<file path="src/rtl/ufib_pkg.sv">
// Shared UFI bus definitions: default bus widths, location of the
// command-valid flag inside the address word, and the write-FIFO FSM
// state encoding.
package ufib_pkg;

  localparam int UFI_DQ_W    = 16;
  localparam int UFI_ADRS_W  = 32;
  // The command-valid flag is the MSB of the address word.
  localparam int UFI_VLD_BIT = UFI_ADRS_W - 1;

  typedef enum logic [1:0] {
    sIdle  = 2'd0,
    sSend  = 2'd1,
    sFlush = 2'd2
  } ufi_wr_state_e;

  // Valid-bit index for an address bus of arbitrary width. It keeps the
  // same offset from the MSB as the default bus does.
  function automatic int ufi_vld_bit(input int adrs_w);
    return adrs_w - (UFI_ADRS_W - UFI_VLD_BIT);
  endfunction

endpackage

</file>
<file path="src/rtl/ufi_fifo_mem.sv">
// Simple dual-port storage for the UFI write FIFO.
// The write port is registered. The read port is asynchronous, so the
// head entry can be loaded straight into the output register.
// Ports: iSCLK clock; iWe/iWAdrs/iWd write port; iRAdrs/oRd read port.
// The array is not reset, so its contents are don't-care until written.
module ufi_fifo_mem #(
  parameter  int pWidth = 47,
  parameter  int pDepth = 16,
  localparam int AW     = $clog2(pDepth)
) (
  input  logic              iSCLK,
  input  logic              iWe,
  input  logic [AW-1:0]     iWAdrs,
  input  logic [pWidth-1:0] iWd,
  input  logic [AW-1:0]     iRAdrs,
  output logic [pWidth-1:0] oRd
);

  logic [pWidth-1:0] mem_q [pDepth];

  always_ff @(posedge iSCLK) begin
    if (iWe) mem_q[iWAdrs] <= iWd;
  end

  assign oRd = mem_q[iRAdrs];

endmodule

</file>
<file path="src/rtl/ufi_wr_fifo.sv">
// UFI write FIFO. It buffers {address, data} pushes from the MCB CSR path
// and presents them one at a time on the UFIB master port as a
// valid/ready handshake. A transfer happens when valid & iMUfiRdy.
//
// Ports:
//   iSCLK, iSRST         clock; synchronous active-high reset
//   iWd, iAdrs, iWe      producer push port
//   iFlush               discard everything buffered or pending
//   oMUfiWd, oMUfiAdrs   output register; oMUfiAdrs MSB is the valid flag
//   iMUfiRdy             UFIB accept
//   oFull, oEmpty,       occupancy, counting the memory entries plus
//   oLevel               the output register
//   oOvf                 one-cycle pulse, the cycle after a dropped push
//   oOvfCnt              saturating drop counter; present only when
//                        UFI_WR_FIFO_STATS_EN is defined
//
// The output register is the head of the queue. A push into an empty
// queue, or a push while the only word is leaving, loads the output
// register directly. Every other push goes to the memory.
module ufi_wr_fifo
  import ufib_pkg::*;
#(
  parameter int pUfiDqBusWidth   = UFI_DQ_W,
  parameter int pUfiAdrsBusWidth = UFI_ADRS_W,
  parameter int pFifoDepth       = 16
) (
  input  logic                            iSCLK,
  input  logic                            iSRST,
  input  logic [pUfiDqBusWidth-1:0]       iWd,
  input  logic [pUfiAdrsBusWidth-2:0]     iAdrs,
  input  logic                            iWe,
  input  logic                            iFlush,
  output logic [pUfiDqBusWidth-1:0]       oMUfiWd,
  output logic [pUfiAdrsBusWidth-1:0]     oMUfiAdrs,
  input  logic                            iMUfiRdy,
  output logic                            oFull,
  output logic                            oEmpty,
  output logic [$clog2(pFifoDepth):0]     oLevel,
  output logic                            oOvf
`ifdef UFI_WR_FIFO_STATS_EN
  ,
  output logic [15:0]                     oOvfCnt
`endif
);

  localparam int AW  = $clog2(pFifoDepth);
  localparam int PW  = AW + 1;
  localparam int AJW = pUfiAdrsBusWidth - 1;
  localparam int EW  = pUfiDqBusWidth + AJW;
  localparam int VLD = ufi_vld_bit(pUfiAdrsBusWidth);

  ufi_wr_state_e           state_q, state_d;
  logic [PW-1:0]           wptr_q, wptr_d, rptr_q, rptr_d;
  logic [pUfiDqBusWidth-1:0] out_wd_q, out_wd_d;
  logic [AJW-1:0]          out_adrs_q, out_adrs_d;
  logic                    ovf_q, ovf_d;

  logic                    out_vld, xfer, full, push_ok, mem_we;
  logic [PW-1:0]           mem_cnt, level;
  logic [EW-1:0]           mem_rd;

  ufi_fifo_mem #(
    .pWidth (EW),
    .pDepth (pFifoDepth)
  ) u_mem (
    .iSCLK  (iSCLK),
    .iWe    (mem_we),
    .iWAdrs (wptr_q[AW-1:0]),
    .iWd    ({iWd, iAdrs}),
    .iRAdrs (rptr_q[AW-1:0]),
    .oRd    (mem_rd)
  );

  assign out_vld = (state_q == sSend);
  assign xfer    = out_vld & iMUfiRdy;
  // The extra MSB on each pointer makes wptr - rptr range over 0..depth.
  assign mem_cnt = wptr_q - rptr_q;
  assign level   = mem_cnt + PW'(out_vld);
  assign full    = (level == PW'(pFifoDepth));

  always_comb begin
    state_d    = state_q;
    wptr_d     = wptr_q;
    rptr_d     = rptr_q;
    out_wd_d   = out_wd_q;
    out_adrs_d = out_adrs_q;
    ovf_d      = 1'b0;
    mem_we     = 1'b0;
    push_ok    = 1'b0;
    if (iFlush) begin
      state_d = sFlush;
      wptr_d  = '0;
      rptr_d  = '0;
    end else if (state_q == sFlush) begin
      state_d = sIdle;
    end else begin
      // When full, a push still fits if the head leaves in the same cycle.
      push_ok = iWe & (~full | xfer);
      ovf_d   = iWe & ~push_ok;
      if (~out_vld | xfer) begin
        if (mem_cnt != '0) begin
          {out_wd_d, out_adrs_d} = mem_rd;
          rptr_d  = rptr_q + PW'(1);
          state_d = sSend;
          if (push_ok) begin
            mem_we = 1'b1;
            wptr_d = wptr_q + PW'(1);
          end
        end else if (push_ok) begin
          // The memory is empty, so the new word goes straight to the output.
          out_wd_d   = iWd;
          out_adrs_d = iAdrs;
          state_d    = sSend;
        end else begin
          state_d = sIdle;
        end
      end else if (push_ok) begin
        mem_we = 1'b1;
        wptr_d = wptr_q + PW'(1);
      end
    end
  end

  always_ff @(posedge iSCLK) begin
    if (iSRST) begin
      state_q    <= sIdle;
      wptr_q     <= '0;
      rptr_q     <= '0;
      out_wd_q   <= '0;
      out_adrs_q <= '0;
      ovf_q      <= 1'b0;
    end else begin
      state_q    <= state_d;
      wptr_q     <= wptr_d;
      rptr_q     <= rptr_d;
      out_wd_q   <= out_wd_d;
      out_adrs_q <= out_adrs_d;
      ovf_q      <= ovf_d;
    end
  end

  always_comb begin
    oMUfiAdrs = '0;
    if (out_vld) begin
      oMUfiAdrs[VLD-1:0] = out_adrs_q;
      oMUfiAdrs[VLD]     = 1'b1;
    end
  end

  assign oMUfiWd = out_wd_q;
  assign oLevel  = level;
  assign oFull   = full;
  assign oEmpty  = (level == '0);
  assign oOvf    = ovf_q;

`ifdef UFI_WR_FIFO_STATS_EN
  logic [15:0] ovf_cnt_q, ovf_cnt_d;

  always_comb begin
    ovf_cnt_d = ovf_cnt_q;
    if (iFlush) ovf_cnt_d = '0;
    else if (ovf_d && (ovf_cnt_q != 16'hFFFF)) ovf_cnt_d = ovf_cnt_q + 16'd1;
  end

  always_ff @(posedge iSCLK) begin
    if (iSRST) ovf_cnt_q <= '0;
    else       ovf_cnt_q <= ovf_cnt_d;
  end

  assign oOvfCnt = ovf_cnt_q;
`endif

endmodule

</file>
<file path="config.mk">
export PLATFORM = sky130hd
export DESIGN_NAME = ufi_wr_fifo
export DESIGN_NICKNAME = d
export VERILOG_FILES = /design/src/rtl/ufib_pkg.sv /design/src/rtl/ufi_fifo_mem.sv /design/src/rtl/ufi_wr_fifo.sv
export SDC_FILE = /design/constraint.sdc
export NUM_CORES = 1
export LEC_CHECK = 0
export ABC_AREA = 1
export CAP_MARGIN = 10
export CORE_MARGIN = 1.5
export CORE_UTILIZATION = 57
export CTS_CLUSTER_SIZE = 10
export DETAILED_ROUTE_END_ITERATION = 7
export DONT_BUFFER_PORTS = 1
export HOLD_SLACK_MARGIN = 0.1
export PLACE_DENSITY = 0.82
export SYNTH_ARGS = -nofsm -noshare
export SYNTH_HDL_FRONTEND = slang
export SYNTH_SLANG_ARGS = --single-unit
</file>
<file path="constraint.sdc">
create_clock -name iSCLK -period 5.9 [get_ports iSCLK]
set_clock_uncertainty 0.05 [all_clocks]
set_input_delay 0.885 -clock iSCLK [delete_from_list [all_inputs] [get_ports iSCLK]]
set_output_delay 0.885 -clock iSCLK [all_outputs]
set_load 0.02 [all_outputs]
</file>
==> out/results.tsv, run 1 <==
metric	value	unit
result of the run	completed	
number of synthesis warnings	0	
H-tree depth	3	
PwrDens	480	mW/mm²
Ant. Diodes	0	
R2R cell count	16	
WP depth	16	
Root Buffer	clkbuf_16	
Mapped Cells	2933	
DRT Pass-1 Iters	6	
drt drc	0	
Seq pwr share	39.2	%
Clk network pwr share	29.5	%
hold path depth	1	
clock sink total	816	
number of global-route vias before repair	22200	
Fill cells	4045	
Yosys cell types	30	
die height	246	µm
capturing element type of the critical path	register	
# Post-CTS Setup Buffers	0	
fmax	0.211	GHz
# IOs	108	
CP Launch Type	register	
initial core utilization	58.0	%
Net Count, Synth	2997	
Yosys reg bits	816	
R2R Setup Slk	1.16	ns
CP Data Required Time	6.17	ns
CTS resizes	0	
share of cells above drive strength 1	6.45	%
CTS Buf Count	92	
first-pass GRT wire length	127	mm
Final setup viols	0	
Critical Path Max Stage Delay	0.79	ns
Worst Tran Pin Value	1.24	ns
total grt overflow	0	
Slew Limit Headroom	17.6	%
Tot Pwr	17700	µW
Final Cycle Share	80.3	%
Slowest-stage cell, CP	nor2_4	
CTS tree	done	
cell row count	88	
Worst-path clk slew	0.06	ns
CP dominant cell by count	inv_1	
maximum buffer depth of the clock tree	3	
WS Path Type	reg -> reg	
endpoints failing hold	0	
Worst Path Buf+Inv	5	
Crit path max-delay family	simple AND/OR/NAND/NOR gates	
leak pwr	0.0125	µW
DR WL/cell	22.3	µm
Worst Path Arrival	5.01	ns
worst hold path class	in -> reg	
IO buf count	0	
vias per inst	6.17	
die area	0.0604	mm²
maximum vdd drop	0.713	mV
Slew Viols, Final	0	
Final #Nets	2935	
gpl congestion	0.833	
DR iter-0 viols	3274	
clock latency on the worst-skew pair	0.66	ns
sequential area share after synthesis	71.1	%
layout overhead on the synthesized area	9.83	%
worst reg2reg startpoint	wptr_q[0]$_SDFFE_PP0P_	
Avg Cell Area, Syn	11.5	µm²
RSZ-0062 raised after global routing	no	
Hold Buf Count CTS	0	
remaining antenna violation count after routing	0	
All-Layer GR Usage	27.4	%
crit path from	wptr_q[0]$_SDFFE_PP0P_	
Critical Path Fanout Max	21	
Routed WL	82.7	mm
synthesized area	0.0336	mm²
Core Box Area	0.0579	mm²
total number of vias	22900	
Chip Width	246	µm
max_cap viols	0	
fin crit period	4.74	ns
internal power	11300	µW
Comb pwr share	31.2	%
crit-path cells	inv_1 > ha_1 > fa_1 > inv_1 > ha_1 > inv_1 > nor2_1 > nand3_1 > nand2_1 > nand2_2 > nand3_4 > nand4_1 > inv_2 > nand2_1 > nor2_4 > buf_4	
largest net degree at the start of global routing	235	
NetSw	6390	µW
hpwl dp	43.7	mm
initial antenna violation count	0	
hold_sp	iSRST	
Sw Ratio	36.1	%
final hold slack	0.261	ns
==> Yosys cell counts, drive strengths merged <==
cell,n,area (µm²)
edfxtp,752,22600
nor2,717,2720
o21ai,381,1910
nand2,229,877
nand3,204,1050
inv,112,420
a21oi,110,562
clkbuf,106,398
o211ai,94,706
buf,89,469
dfxtp,64,1280
a21boi,47,353
ha,11,138
nand4,7,43.8
xor2,4,42.6
nor3,3,15.0
clkinv,2,7.51
fa,1,20.0
==> worst paths after layout <==
kind,end
setup / recovery,u_mem.mem_q[6][37]$_DFFE_PP_
setup reg to reg,u_mem.mem_q[6][37]$_DFFE_PP_
hold reg to reg,out_adrs_q[16]$_SDFFE_PP0P_
hold / removal,state_q[1]$_SDFFE_PP0P_
==> per-stage QoR <==
stage | setup TNS (ns) | worst slack [ns] | cells | area [µm²] | util (%)
detailed placement | 0 | 1.26 | 3542 | 34200 | 59.0
floorplan | -13.64 | -0.0968 | 2933 | 33600 | -
global placement | 0 | 1.50 | 3542 | 34200 | 59.0
global route | 0 | 0.963 | 3709 | 36900 | 63.7
CTS | 0 | 1.26 | 3709 | 36900 | 63.7
finish | 0 | 1.16 | 3709 | 36900 | 63.7
==> flip-flops by register name (all words and copies together), names as in the netlist, named ones only <==
register	count
u_mem.mem_q	752
state_q	2
oMUfiWd	16
rptr_q	5
out_adrs_q	31
oOvf	1
wptr_q	5
==> power groups by stage <==
stage | combinational (µW) | clock [µW] | sequential [µW]
CTS | 5460 | 5250 | 6950
finish | 5530 | 5220 | 6950
global placement | 5210 | 0 | 7050
detailed placement | 5390 | 0 | 7060
floorplan | 4230 | 0 | 6930
global route | 6080 | 5490 | 6980
==> area by class of cell <==
class,count,area [µm²],area share [%]
sequential,816,23900,64.7
timing repair buffer,39,330,0.895
clock inverter,4,50.0,0.136
multi-input combinational,1808,8550,23.2
clock buffer,163,2690,7.28
inverter,114,440,1.19
tap,765,957,2.59
==> cells by family after synthesis <==
kind of cell               share of synthesized area [%]
AOI/OAI and AO/OA                                   10.5
xor gates and xnor gates                           0.127
adders and majority gates                          0.469
buffers and inverters                               3.86
DFF                                                 71.1
and+or+nand+nor                                     14.0
==> per-layer routing <==
layer  wire length [µm]  share of wire [%]  global-route usage (%)
met1              30700                 37                    35.3
met3               9180                 11                    6.30
met5                  0                  0                       0
met4               2670                3.2                    10.6
met2              40100                 49                    45.2
==> cells in the final DEF, fill, tap and decap left out, drive strengths merged <==
cell    count
edfxtp    752
nor2      717
o21ai     381
nand2     229
nand3     204
clkbuf    163
inv       116
a21oi     110
o211ai     94
dfxtp      64
a21boi     47
buf        39
ha         11
nand4       7
xor2        4
nor3        3
clkinv      2
fa          1
Power figures use the tool's default switching activity.
==> run 2, diff against run 1 <==
- CORE_UTILIZATION: 57 -> 60
- PLACE_DENSITY: 0.82 -> 0.83
- clock period: 5.9 -> 4.5 ns (I/O delays scaled with it)
==> run 2 against run 1 <==
Compared with the run above:
- core utilization increased by 4.7 points
- worst hold slack got worse by 0.13 ns
- cell count increased by 1.5%
- power increased by 34%
- count of clock-buffer cells in the layout increased by 5
- combinational power increased by 41%
- critical path depth increased by 1
- sequential cell count unchanged
- critical endpoint is now u_mem.mem_q[2][3]$_DFFE_PP_
==> out/results.tsv, run 2 (same netlist as run 1, synthesis figures left out) <==
metric	value	unit	change
result of the run	completed		
max_cap viols	0		unchanged
Slew Viols, Final	0		unchanged
CP Data Required Time	4.71	ns	-1.46 ns
Slowest-stage cell, CP	buf_4		
worst hold path class	in -> reg		
Crit path max-delay family	simple AND/OR/NAND/NOR gates		
Cells after DPL	3542		unchanged
drt drc	0		unchanged
Fill cells	3504		-13%
area of the multi-input gates	0.00857	mm²	+0.22%
crit-path cells	inv_1 > ha_1 > fa_1 > inv_1 > ha_1 > inv_1 > nor2_1 > nand3_1 > nand2_1 > nand2_2 > nand3_4 > nand4_1 > buf_4 > inv_2 > nand2_1 > nor2_4 > buf_4		
All-Layer GR Usage	30.3	%	+3.0 points
initial core utilization	60.8	%	+2.9 points
CTS tree	done		
CTS resizes	0		unchanged
Sequential Area	0.0239	mm²	unchanged
Chip Width	240	µm	-2.5%
initial antenna violation count	4		+4
Reg with most FFs	u_mem.mem_q		
DRT Pass-1 Iters	6		unchanged
clock sink total	816		unchanged
Worst-path clk slew	0.05	ns	about the same
remaining antenna violation count after routing	0		unchanged
Critical Path Fanout Max	29		+38%
RSZ-0062 raised after global routing	no		
WS Path Type	reg -> reg		
final hold slack	0.127	ns	-0.134 ns
commonest non-fill, non-tap cell in the layout	edfxtp_1		
maximum buffer depth of the clock tree	3		unchanged
fin cells	3766		+1.5%
DR WL/cell	23.1	µm	+3.5%
vias per inst	6.30		+2.0%
die area	0.0574	mm²	-4.9%
total number of vias	23700		+3.6%
Routed WL	86.9	mm	+5.1%
CP Launch Type	register		
total grt overflow	0		unchanged
Worst Path Arrival	4.19	ns	-0.82 ns
hpwl dp	43.9	mm	+0.44%
# IOs	108		unchanged
Final Cycle Share	88.4	%	+8.0 points
PwrDens	628	mW/mm²	+31%
share of cells above drive strength 1	6.86	%	+0.41 points
gpl congestion	0.813		-2.4%
Worst Path Buf+Inv	6		+1
first-pass GRT wire length	132	mm	+4.4%
largest net degree at the start of global routing	236		+0.43%
CTS Buf Count	92		unchanged
number of global-route vias before repair	23000		+3.6%
Root Buffer	clkbuf_16		
fmax	0.252	GHz	+19%
clock latency on the worst-skew pair	0.66	ns	about the same
Slew Limit Headroom	16.5	%	-1.0 points
Largest register FFs	752		unchanged
Fin Setup TNS	0	ns	unchanged
Final #Nets	3000		+2.2%
Final setup viols	0		unchanged
layout overhead on the synthesized area	12.4	%	
capturing element type of the critical path	register		
DR iter-0 viols	3834		+17%
Tot Pwr	23700	µW	+34%
CP dominant cell by count	inv_1		
Critical Path Max Stage Delay	0.47	ns	-0.32 ns
commonest cells after routing, fill and taps aside	edfxtp_1, nor2_1, o21ai_0		
H-tree depth	3		unchanged
Core Box Area	0.0552	mm²	-4.7%
fin crit period	3.98	ns	-0.764 ns
endpoints failing hold	0		unchanged
leak pwr	0.0129	µW	+3.1%
Worst Tran Pin Value	1.25	ns	+0.0156 ns
die height	240	µm	-2.5%
maximum vdd drop	0.719	mV	+0.77%
cell row count	86		-2.3%
IO buf count	0		unchanged
run 2: cell count changes in the layout (fill, tap and decap cells not counted):
| cell | previous run | this run |
|---|---|---|
| buf_4 | 36 | 34 |
| nor3_4 | 0 | 3 |
| buf_12 | 3 | 22 |
| dlygate4sd3_1 | 0 | 48 |
| clkinv_1 | 0 | 1 |
| inv_16 | 1 | 0 |
| clkinv_8 | 1 | 2 |
| diode_2 | 0 | 2 |
| nor3_2 | 3 | 0 |
| clkbuf_1 | 65 | 71 |
| clkbuf_16 | 97 | 96 |
| inv_6 | 1 | 2 |
run 2: where the power goes:
part           leakage [µW]  switching (µW)  total, µW  internal (µW)
logic               0.00430            5500       7800           2310
registers           0.00729             330       9040           8710
clock network       0.00130            2870       6870           4000
total                0.0129            8700      23700          15000
run 2: final cells by class:
class / count / area share, %
diodes: 2 / 0.0133
flip-flops and latches: 816 / 63.3
inverters: 114 / 1.17
clock buffers: 168 / 7.11
multi-input cells: 1808 / 22.7
clock inverters: 6 / 0.156
repair buffers: 104 / 3.12
well taps: 748 / 2.48
run 2: repair_timing:
action,in CTS,in global routing
hold buffers,48,0
buffers inserted,0,0
hold endpoints to repair,753,0
run 2: metal layers:
metal  routed length [µm]  vias to the layer above  GRT usage [%]
met1                31400                    11300           40.6
met5                   23                        -              0
met4                 3360                        4           13.7
li1                     -                    10300              -
met2                41000                     1737           47.8
met3                11100                      299           6.86
run 2: through the flow:
step	setup WS (ns)	util [%]	area [µm²]
5_1_grt	0.265	68.4	37700
3_3_place_gp	0.713	62.5	34500
4_1_cts	0.579	68.4	37700
3_5_place_dp	0.612	62.5	34500
2_1_floorplan	-0.417	-	33600
6_report	0.524	68.4	37700
run 2: worst paths after layout:
kind,startpoint,end,slack [ns],cells after the start
hold reg to reg,out_adrs_q[15]$_SDFFE_PP0P_,out_adrs_q[15]$_SDFFE_PP0P_,0.43,2
hold / removal,iWe,oOvf$_SDFF_PP0_,0.13,2
setup / recovery,wptr_q[0]$_SDFFE_PP0P_,u_mem.mem_q[2][3]$_DFFE_PP_,0.52,17
setup reg to reg,wptr_q[0]$_SDFFE_PP0P_,u_mem.mem_q[2][3]$_DFFE_PP_,0.52,17
